### src/rtl/router_switch_ctrl.sv
// N-port router switch controller: round-robin service of single-flit input FIFOs,
// TTL/mask header check, TTL decrement and all-or-nothing multicast to the output FIFOs.
module router_switch_ctrl #(
    parameter int unsigned DATA_WIDTH = 64,
    parameter int unsigned NUM_PORTS  = 4,
    parameter int unsigned TTL_LSB    = 7,
    parameter int unsigned TTL_W      = 2,
    parameter int unsigned MASK_LSB   = 9,
    parameter int unsigned CNT_W      = 16
) (
    input  logic                              clk,
    input  logic                              rst_n,
    input  logic                              enable,
    input  logic [NUM_PORTS-1:0]              in_empty,
    output logic [NUM_PORTS-1:0]              in_rd,
    input  logic [NUM_PORTS*DATA_WIDTH-1:0]   in_data,
    input  logic [NUM_PORTS-1:0]              out_full,
    output logic [NUM_PORTS-1:0]              out_we,
    output logic [DATA_WIDTH-1:0]             out_data,
    output logic                              busy,
    output logic [$clog2(NUM_PORTS)-1:0]      cur_src,
    output logic [CNT_W-1:0]                  fwd_cnt,
    output logic [CNT_W-1:0]                  drop_cnt
);

    localparam int unsigned SRC_W = $clog2(NUM_PORTS);

    typedef enum logic [2:0] {
        S_IDLE,
        S_READ,
        S_LATCH,
        S_WRITE,
        S_DROP
    } state_e;

    state_e                 state_q, state_d;
    logic [SRC_W-1:0]       cur_src_q, cur_src_d;
    logic [SRC_W-1:0]       rr_q, rr_d;
    logic [SRC_W-1:0]       sel;
    logic                   sel_vld;
    logic [SRC_W:0]         idx;
    logic [DATA_WIDTH-1:0]  pkt_q, pkt_d;
    logic [DATA_WIDTH-1:0]  hdr;
    logic [NUM_PORTS-1:0]   tgt_q, tgt_d;
    logic [NUM_PORTS-1:0]   in_rd_q, in_rd_d;
    logic [NUM_PORTS-1:0]   out_we_q, out_we_d;
    logic [NUM_PORTS-1:0]   mask;
    logic [TTL_W-1:0]       ttl;
    logic                   busy_q, busy_d;
    logic [CNT_W-1:0]       fwd_q, fwd_d;
    logic [CNT_W-1:0]       drop_q, drop_d;

    // First non-empty port at or above the round-robin pointer, with wrap
    always_comb begin
        sel     = '0;
        sel_vld = 1'b0;
        idx     = '0;
        for (int unsigned i = 0; i < NUM_PORTS; i++) begin
            idx = {1'b0, rr_q} + (SRC_W+1)'(i);
            if (idx >= (SRC_W+1)'(NUM_PORTS)) begin
                idx = idx - (SRC_W+1)'(NUM_PORTS);
            end
            if (!sel_vld && !in_empty[SRC_W'(idx)]) begin
                sel     = SRC_W'(idx);
                sel_vld = 1'b1;
            end
        end
    end

    always_comb begin
        hdr = '0;
        for (int unsigned p = 0; p < NUM_PORTS; p++) begin
            if (cur_src_q == SRC_W'(p)) begin
                hdr = in_data[p*DATA_WIDTH +: DATA_WIDTH];
            end
        end
    end

    assign ttl  = hdr[TTL_LSB +: TTL_W];
    assign mask = hdr[MASK_LSB +: NUM_PORTS];

    always_comb begin
        state_d   = state_q;
        cur_src_d = cur_src_q;
        rr_d      = rr_q;
        pkt_d     = pkt_q;
        tgt_d     = tgt_q;
        in_rd_d   = '0;
        out_we_d  = '0;
        fwd_d     = fwd_q;
        drop_d    = drop_q;

        unique case (state_q)
            S_IDLE: begin
                if (enable && sel_vld) begin
                    cur_src_d = sel;
                    rr_d      = (sel == SRC_W'(NUM_PORTS - 1)) ? '0 : sel + 1'b1;
                    in_rd_d   = NUM_PORTS'(1) << sel;
                    state_d   = S_READ;
                end
            end
            S_READ: begin
                state_d = S_LATCH;
            end
            S_LATCH: begin
                if ((ttl == '0) || (mask == '0)) begin
                    state_d = S_DROP;
                end else begin
                    pkt_d                      = hdr;
                    pkt_d[TTL_LSB +: TTL_W]    = ttl - 1'b1;
                    tgt_d                      = mask;
                    // Write strobes are registered, so the full check is made one edge ahead
                    if ((mask & out_full) == '0) begin
                        out_we_d = mask;
                    end
                    state_d = S_WRITE;
                end
            end
            S_WRITE: begin
                if (out_we_q != '0) begin
                    fwd_d   = (fwd_q == '1) ? fwd_q : fwd_q + 1'b1;
                    state_d = S_IDLE;
                end else if ((tgt_q & out_full) == '0) begin
                    out_we_d = tgt_q;
                end
            end
            S_DROP: begin
                drop_d  = (drop_q == '1) ? drop_q : drop_q + 1'b1;
                state_d = S_IDLE;
            end
            default: begin
                state_d = S_IDLE;
            end
        endcase

        busy_d = (state_d != S_IDLE);
    end

    always_ff @(posedge clk) begin
        if (!rst_n) begin
            state_q   <= S_IDLE;
            cur_src_q <= '0;
            rr_q      <= '0;
            pkt_q     <= '0;
            tgt_q     <= '0;
            in_rd_q   <= '0;
            out_we_q  <= '0;
            busy_q    <= 1'b0;
            fwd_q     <= '0;
            drop_q    <= '0;
        end else begin
            state_q   <= state_d;
            cur_src_q <= cur_src_d;
            rr_q      <= rr_d;
            pkt_q     <= pkt_d;
            tgt_q     <= tgt_d;
            in_rd_q   <= in_rd_d;
            out_we_q  <= out_we_d;
            busy_q    <= busy_d;
            fwd_q     <= fwd_d;
            drop_q    <= drop_d;
        end
    end

    assign in_rd    = in_rd_q;
    assign out_we   = out_we_q;
    assign out_data = pkt_q;
    assign busy     = busy_q;
    assign cur_src  = cur_src_q;
    assign fwd_cnt  = fwd_q;
    assign drop_cnt = drop_q;

endmodule
### config.mk
export PLATFORM = sky130hd
export DESIGN_NAME = router_switch_ctrl
export DESIGN_NICKNAME = d
export VERILOG_FILES = /design/src/rtl/router_switch_ctrl.sv
export SDC_FILE = /design/constraint.sdc
export NUM_CORES = 1
export LEC_CHECK = 0
export CORE_AREA = 3 3 146 148
export DETAILED_ROUTE_END_ITERATION = 12
export DIE_AREA = 0 0 149 151
export DONT_BUFFER_PORTS = 1
export GPL_TIMING_DRIVEN = 0
export PLACE_DENSITY = 0.41
export REMOVE_ABC_BUFFERS = 1
export SLEW_MARGIN = 20
export SYNTH_ARGS = -nofsm -noshare
export SYNTH_HDL_FRONTEND = slang
export SYNTH_SLANG_ARGS = --single-unit
### constraint.sdc
create_clock -name clk -period 4.1 [get_ports clk]
set_clock_uncertainty 0.05 [all_clocks]
set_input_delay 0.41 -clock clk [delete_from_list [all_inputs] [get_ports clk]]
set_output_delay 0.41 -clock clk [all_outputs]
set_load 0.005 [all_outputs]
* Word-level counts from Yosys, hierarchy flattened
Index checks and enable logic that the tools add are counted.
** Storage, ports and cells
- Register bits after elaboration :: 116
- Input bits :: 267
- Output and inout port bits :: 107
- Logic and storage cells :: 102
** Cells by class
- Add/subtract/negate cells :: 11
- $lt $le $gt $ge :: 8
- Equality and inequality tests :: 10
- Shift operators :: 1
- Multiplexer cells :: 34
- Bitwise gates (word level) :: 5
- Reduce and logical (&&, ||, !) cells :: 23
** Operators by type and width (number)
- $mux 64 :: 4
- $add 16x1->16 const B :: 2
- $eq 16x16->1 const B :: 2
- $mux 2 :: 9
- $mux 4 :: 4
- $logic_not 4->1 :: 3
- $lt 2x3->1 const B :: 4
- $pmux 3 s4 :: 1
- $sub 2x1->2 const B :: 5
- $ge 3x3->1 const B :: 3
- $mux 3 :: 3
- $and 4x4->4 :: 2
- $bmux 1 s2 :: 4
- $mux 1 :: 8
- $pmux 4 s2 :: 1
- $add 2x2->3 const B :: 2
- $eq 2x2->1 const B :: 3
- $eq 3x2->1 const B :: 2
- $reduce_and 2->1 :: 3
- $reduce_and 3->1 :: 2
- $logic_not 1->1 :: 5
- $logic_and 1x1->1 :: 4
- $logic_not 2->1 :: 2
- $reduce_bool 4->1 :: 1
- 11 further kinds :: 13

* Logic depth before layout (Yosys ltp)
Gate-level depths: netlist (run 1).
- Word-level depth :: 18
- Mapped depth :: 13
- Mapped depth without buffers :: 8

* Worst setup path after synthesis (run 1)
Ideal clock, no wire load.
- Kind :: reg-to-reg
- From :: register cur_src_q[1] (netlist: cur_src[1])
- To :: register pkt_q[50] (netlist: out_data[50])
- Library setup time :: 0.069 ns
- Data arrival time :: 2.876 ns
- Required time :: 3.981 ns
- Slack :: 1.105 ns
- Stages on the path, launching flop included :: 12
- Buffers on the path :: 4
- Period minus slack after synthesis :: 2.995 ns
- Cells stage by stage :: dfxtp_1 clkbuf_1 clkbuf_1 mux4_2 inv_1 ha_1 nor4b_1 nor2b_1 buf_6 buf_1 nand3_1 o21ai_1
** On the way
- Cells in the longest elaborated chain, start to end :: 9
- Elaborated cells on any way between the ends :: 13
- Those cells by class :: 3 x eq/ne; 4 x mux; 1 x bitwise; 5 x reduce/logical
** RTL lines
- start, declared :: RTL line 37 : logic [SRC_W-1:0] cur_src_q, cur_src_d;
- start signal, assigned :: RTL line 153 : cur_src_q <= cur_src_d;
- $logic_not 2->1 :: RTL line 73 : if (cur_src_q == SRC_W'(p)) begin
- $mux 64 (3 in series) :: RTL line 73
- $mux 64 * :: RTL line 73
- $logic_not 4->1 / $logic_not 2->1 (equally long branches) :: RTL line 106 : if ((ttl == '0) || (mask == '0)) begin
- $logic_or 1x1->1 :: RTL line 106
- $not 1->1 (no line)
- $reduce_and 2->1 (no line)
- end signal, assigned :: RTL line 155 : pkt_q <= pkt_d;
- end, declared :: RTL line 42 : logic [DATA_WIDTH-1:0] pkt_q, pkt_d;
Mark *: on every way between the ends. The rest lies on a longest branch, timed or not.
A chain may end at the register's enable or synchronous reset.

* Worst setup path after layout (run 1)
- From :: register cur_src_q[0] (netlist: cur_src[0])
- To :: register pkt_q[8] (netlist: out_data[8])
The elaborated chain is that of the path after synthesis.

==> impl_metrics.yaml, run 1 <==
sta:
  setup_ws_ps: 459.3
  setup-tns-final_ps: 0
  whs_ps: 134.3
  final_hold_viol_count: 0
  period_share_pct: 88.80
  fin_crit_ps: 3641
  maxSlewViolCount: 0
  rsz0062_at_grt: "false"
  slew-limit-headroom_pct: 49.88
  max_freq_ghz: 0.2747
  worstMarginPinSlew_ps: 746.0
  finalSetupViolations: 0
route:
  via_count: 4892
  dr.first_iter.drc_count: 266
  wl_per_cell_um: 23.26
  firstDrtPassIters: 4
  drc_errors: 0
  wirelength_um: 20470
  viasPerCell: 5.559
  postRouteAntennaNets: 0
yosys:
  async_flop_share_pct: 0
  seq_area_frac_synth_pct: 36.30
  ys_ff_latch: 112
  synthMuxAreaShare_pct: 24.53
  synth_cell_type_count: 54
  synth_top_area_cell: "dfxtp_1"
  synth_top_area_share_pct: 36.30
  yosysWarnings: 0
  synth_top_family_by_area: "multiplexers"
  synth_flop_cell: "dfxtp_1"
  synth_xor_area_share_pct: 2.694
  synth_edf_count: 0
  synth_compound_area_share_pct: 11.65
  synthAdderAreaFrac_pct: 0.8102
  synthCells: 638
  synth.area.top_cells: "dfxtp_1 36%, mux4_2 23%, nand3_1 6.0%"
  syn-mean-instance-area_um2: 9.682
  synth_area_mm2: 0.006177
  synthSimpleGateAreaFrac_pct: 19.10
power_and_ir_drop:
  p_switching_uw: 649.1
  p_sw_share_pct: 26.61
  clkPwrFrac_pct: 35.6
  total_power_uw: 2440
  peakVddDrop_uv: 215.6
  power.density_mw_per_mm2: 364.1
  intPower_uw: 1791
  combPwrFrac_pct: 14.4
  p_leak_uw: 0.002021
  p_seq_share_pct: 50.0
floorplanning:
  rows: 52
  io_pins: 374
  die_w_um: 149
  design.core.area_mm2: 0.02017
  dieArea_mm2: 0.02250
  start_util_pct: 30.63
  die_h_um: 151
placed_design:
  portBuffers: 0
  hpwlAfterDp_um: 16180
  pre_cts_ws_ps: 36.00
  gp_congestion: 0.7678
global_route:
  grt_pass1_vias: 4713
  grt-ovfl-total: 0
  grt_usage_pct: 17.05
  grt_pass1_wl_um: 28990
  grt_max_degree: 139
  antenna_found_initial: 4
worst_setup_path:
  required_ps: 4310
  crit_path_start_kind: "register"
  r2r_slack_ps: 460
  end_kind: "register"
  path_max_fanout: 40
  crit_arrival_ps: 3850
  crit_type: "reg2reg"
clock_network:
  numCtsBuffers: 9
  ctsResizeCount: 0
  clkSinkCount: 112
  clkLatencyLatePin_ps: 350
  cts_tree: "built"
  holdBufCountCts: 0
  clkTransAtPathRegs_ps: 80
  htreeDepth: 3
  root_buffer: "clkbuf_16"
  cts_setup_buffers: 0
  clockBufferDepth: 2
cells_and_area:
  final_cell_mix: "110 x dfxtp_1, 85 x nand2_1, 74 x nand3_1"
  ff_latch_area_mm2: 0.002250
  multi_input_area_mm2: 0.003650
  num-fill-cells: 2124
  fin_nets: 875
  area_delta_synth_final_pct: 8.467
  layout-drive-gt1-share_pct: 16.42
  final_util_pct: 33.22
  mostFrequentLayoutCell: "dfxtp_1"
worst_hold_path:
  hold_path_class: "in2reg"
flow_run:
  maxCapViolCount: 0
status:
  status: "complete, no violations"
-- cell families (layout without fill, tap and decap cells) --
| group | Yosys count | in the layout |
|---|---|---|
| AO/OA/AOI/OAI | 122 | 122 |
| XOR/XNOR | 19 | 19 |
| adder cells (fa/ha/maj) | 4 | 4 |
| buffers and inverters | 64 | 35 |
| flip-flops | 112 | 112 |
| multiplexers | 71 | 71 |
| other | 0 | 1 |
| AND/OR/NAND/NOR | 246 | 246 |
-- power by group through the flow --
stage	Clock, µW	Sequential [µW]	Combinational, µW
after floorplan	0	1240	273
after global placement	0	1270	324
after detailed placement	0	1250	356
after CTS	910	1220	355
after global routing	948	1230	389
final	869	1220	350
-- synthesized netlist by cell type (6+ instances only) --
cell      count
a211oi_1      8
a21oi_1      19
and3_1        7
buf_1         7
buf_6         8
clkbuf_1     32
dfxtp_1     112
inv_1        13
mux4_2       64
nand2_1      85
nand2b_1      6
nand3_1      74
nand4_1      11
nor2_1       34
o21ai_0      66
xnor2_1      18
-- cell type report --
type                    instances  share of cell area (%)
clock inverters                 3                  0.3735
flip-flops and latches        112                   33.58
repair buffers                  5                   1.830
diodes                          1                 0.03735
clock buffers                  13                   3.884
inverters                      14                  0.7843
well taps                     270                   5.042
multi-input cells             462                   54.47
-- metrics by stage --
stage	cell area [µm²]	std cells
2_1_floorplan	5926	588
3_3_place_gp	6264	858
3_5_place_dp	6401	863
4_1_cts	6686	879
5_1_grt	6700	880
6_report	6700	880
-- flip-flops by register name, indices dropped and copies added, names as in the netlist --
register	flops
in_rd	4
drop_cnt	16
out_data	64
rr_q	2
busy	1
state_q	3
out_we	4
cur_src	2
fwd_cnt	16
-- worst paths after layout --
kind | from | endpoint | cells past startpoint
max | cur_src[0] | out_data[8] | 9
min | rst_n | drop_cnt[10] | 1
min reg2reg | rr_q[0] | rr_q[0] | 2
max reg2reg | cur_src[0] | out_data[8] | 9
-- layer usage --
metal	up-vias	wire, µm	share of wire, %	GRT usage [%]
met1	2366	7345	36	19.09
li1	2304	-	-	-
met4	6	187	0.91	4.302
met2	200	11150	54	30.96
met5	-	47	0.23	0
met3	16	1738	8.5	6.014
-- critical path, cell delays in order, from the launching register on --
cell and delay (ps):
dfxtp_4 780, buf_16 320, mux4_2 280, inv_1 40, ha_1 260, nor4b_2 550, nor2b_4 690, buf_12 270
nor2_1 60, a211oi_1 200
Power figures use the tool's default switching activity.
==> run 2: changes to the inputs <==
PLACE_DENSITY = 0.43   (was 0.41)
clock period = 3 ns   (was 4.1 ns; I/O delays follow)
==> run 2 against run 1 <==
Compared with the run above:
- setup slack lost 280 ps
- non-clock buffer count grew 9
- sequential share of layout area shrank 0.67 points
- sequential cell count is the same
- final cell count grew 2.0%
- via count grew 2.3%
- count of clock-buffer cells in the layout shrank 3
- highest routed layer unchanged
- first-iteration DRC count grew 14%
- critical path type unchanged
- combinational power grew 58%
- design area grew 2.0%
==> impl_metrics.yaml, run 2 (same netlist as run 1, synthesis figures left out) <==
route:
  firstDrtPassIters: 5
  dr.first_iter.drc_count: 304
  viasPerCell: 5.575
  via_count: 5006
  wirelength_um: 22490
  drc_errors: 0
  postRouteAntennaNets: 0
  wl_per_cell_um: 25.04
clock_network:
  numCtsBuffers: 9
  clockBufferDepth: 2
  htreeDepth: 3
  clkSinkCount: 112
  holdBufCountCts: 0
  clkTransAtPathRegs_ps: 80
  root_buffer: "clkbuf_16"
  clkLatencyLatePin_ps: 350
  cts_tree: "built"
floorplanning:
  die_h_um: 151
  start_util_pct: 30.63
  die_w_um: 149
  dieArea_mm2: 0.02250
  design.core.area_mm2: 0.02017
  io_pins: 374
  rows: 52
global_route:
  grt_pass1_vias: 4880
  antenna_found_initial: 16
  grt_pass1_wl_um: 31330
  grt_max_degree: 139
  grt_usage_pct: 18.65
  grt-ovfl-total: 0
sta:
  final_hold_viol_count: 0
  maxSlewViolCount: 0
  worstMarginPinSlew_ps: 708.3
  whs_ps: 40.90
  max_freq_ghz: 0.3549
  setup_ws_ps: 182.1
  fin_crit_ps: 2818
  period_share_pct: 93.93
  finalSetupViolations: 0
  setup-tns-final_ps: 0
  slew-limit-headroom_pct: 52.52
  rsz0062_at_grt: "false"
power_and_ir_drop:
  power.density_mw_per_mm2: 492.7
  clkPwrFrac_pct: 34.7
  intPower_uw: 2427
  combPwrFrac_pct: 16.4
  peakVddDrop_uv: 258.2
  p_sw_share_pct: 27.95
  p_leak_uw: 0.002086
  p_switching_uw: 941.5
  p_seq_share_pct: 48.8
placed_design:
  portBuffers: 0
  gp_congestion: 0.8047
  pre_cts_ws_ps: -1090
  dpl_cell_area_mm2: 0.006394
  hpwlAfterDp_um: 16690
status:
  status: "complete, no violations"
cells_and_area:
  final_cell_mix: "110 x dfxtp_1, 85 x nand2_1, 74 x nand3_1"
  area_delta_synth_final_pct: 10.67
  fin_area_mm2: 0.006837
  final_util_pct: 33.90
  fin_nets: 885
  mostFrequentLayoutCell: "dfxtp_1"
  largest_reg_flops: 64
  layout-drive-gt1-share_pct: 17.93
worst_setup_path:
  crit_path_start_kind: "register"
  crit_arrival_ps: 3020
  path_max_fanout: 37
  end_kind: "register"
  required_ps: 3200
  crit_type: "reg2reg"
flow_run:
  maxCapViolCount: 0
worst_hold_path:
  hold_path_class: "in2reg"
run 2: cell types whose count changed in the layout (fill, tap and decap cells not counted), sizes merged:
cell	before	now
buf	5	13
diode	1	9
clkbuf	13	11
clkinv	1	3
inv	15	17
clkinvlp	1	0
nor2b	1	2
run 2: timing repair:
item | 4_1_cts | 5_1_grt
setup buffers | 6 | 2
pin swaps | 2 | 0
endpoints found under the setup margin | 69 | 4
cloned | 1 | 1
gates resized for setup | 3 | 0
run 2: cell type report:
class,instances,area (µm²)
fill,2087,13330
multi-input combinational,463,3676
sequential,112,2250
tap,270,337.8
clock buffer,10,229.0
timing repair buffer,14,227.7
inverter,14,52.55
clock inverter,6,41.29
antenna,9,22.52
run 2: worst paths after layout:
check             slack (ps)         start  cells past startpoint      endpoint
hold / removal            40         rst_n                      1  drop_cnt[10]
setup / recovery         180    cur_src[0]                      8     out_we[3]
setup reg to reg         180    cur_src[0]                      8     out_we[3]
hold reg to reg          440  out_data[34]                      2  out_data[34]
run 2: worst max-delay path: stages, from the launching register on:
cell     delay, ps
dfxtp_4        540
buf_16         230
mux4_2         590
nor4_4         370
nor2b_4         90
buf_12         170
buf_12         170
and4b_4        230
a32o_1         260
run 2: stage by stage:
step           power [µW]  instances
6_report             3368        898
4_1_cts              3406        886
3_3_place_gp         2182        858
2_1_floorplan        2065        588
3_5_place_dp         2187        863
5_1_grt              3534        897
run 2: power groups by stage:
| stage | logic (µW) | clock network, µW | registers, µW |
|---|---|---|---|
| global route | 612 | 1270 | 1650 |
| finish | 554 | 1170 | 1640 |
| global placement | 441 | 0 | 1740 |
| floorplan | 373 | 0 | 1690 |
| detailed placement | 480 | 0 | 1710 |
| CTS | 535 | 1220 | 1660 |
run 2: metal layers:
layer  part of all wire (%)  GRT usage (%)  up-vias
met5                   0.45              0        -
met4                    2.2          6.499       14
met3                    9.6          7.840       33
met2                     52          31.73      236
met1                     36          21.11     2386
li1                       -              -     2337
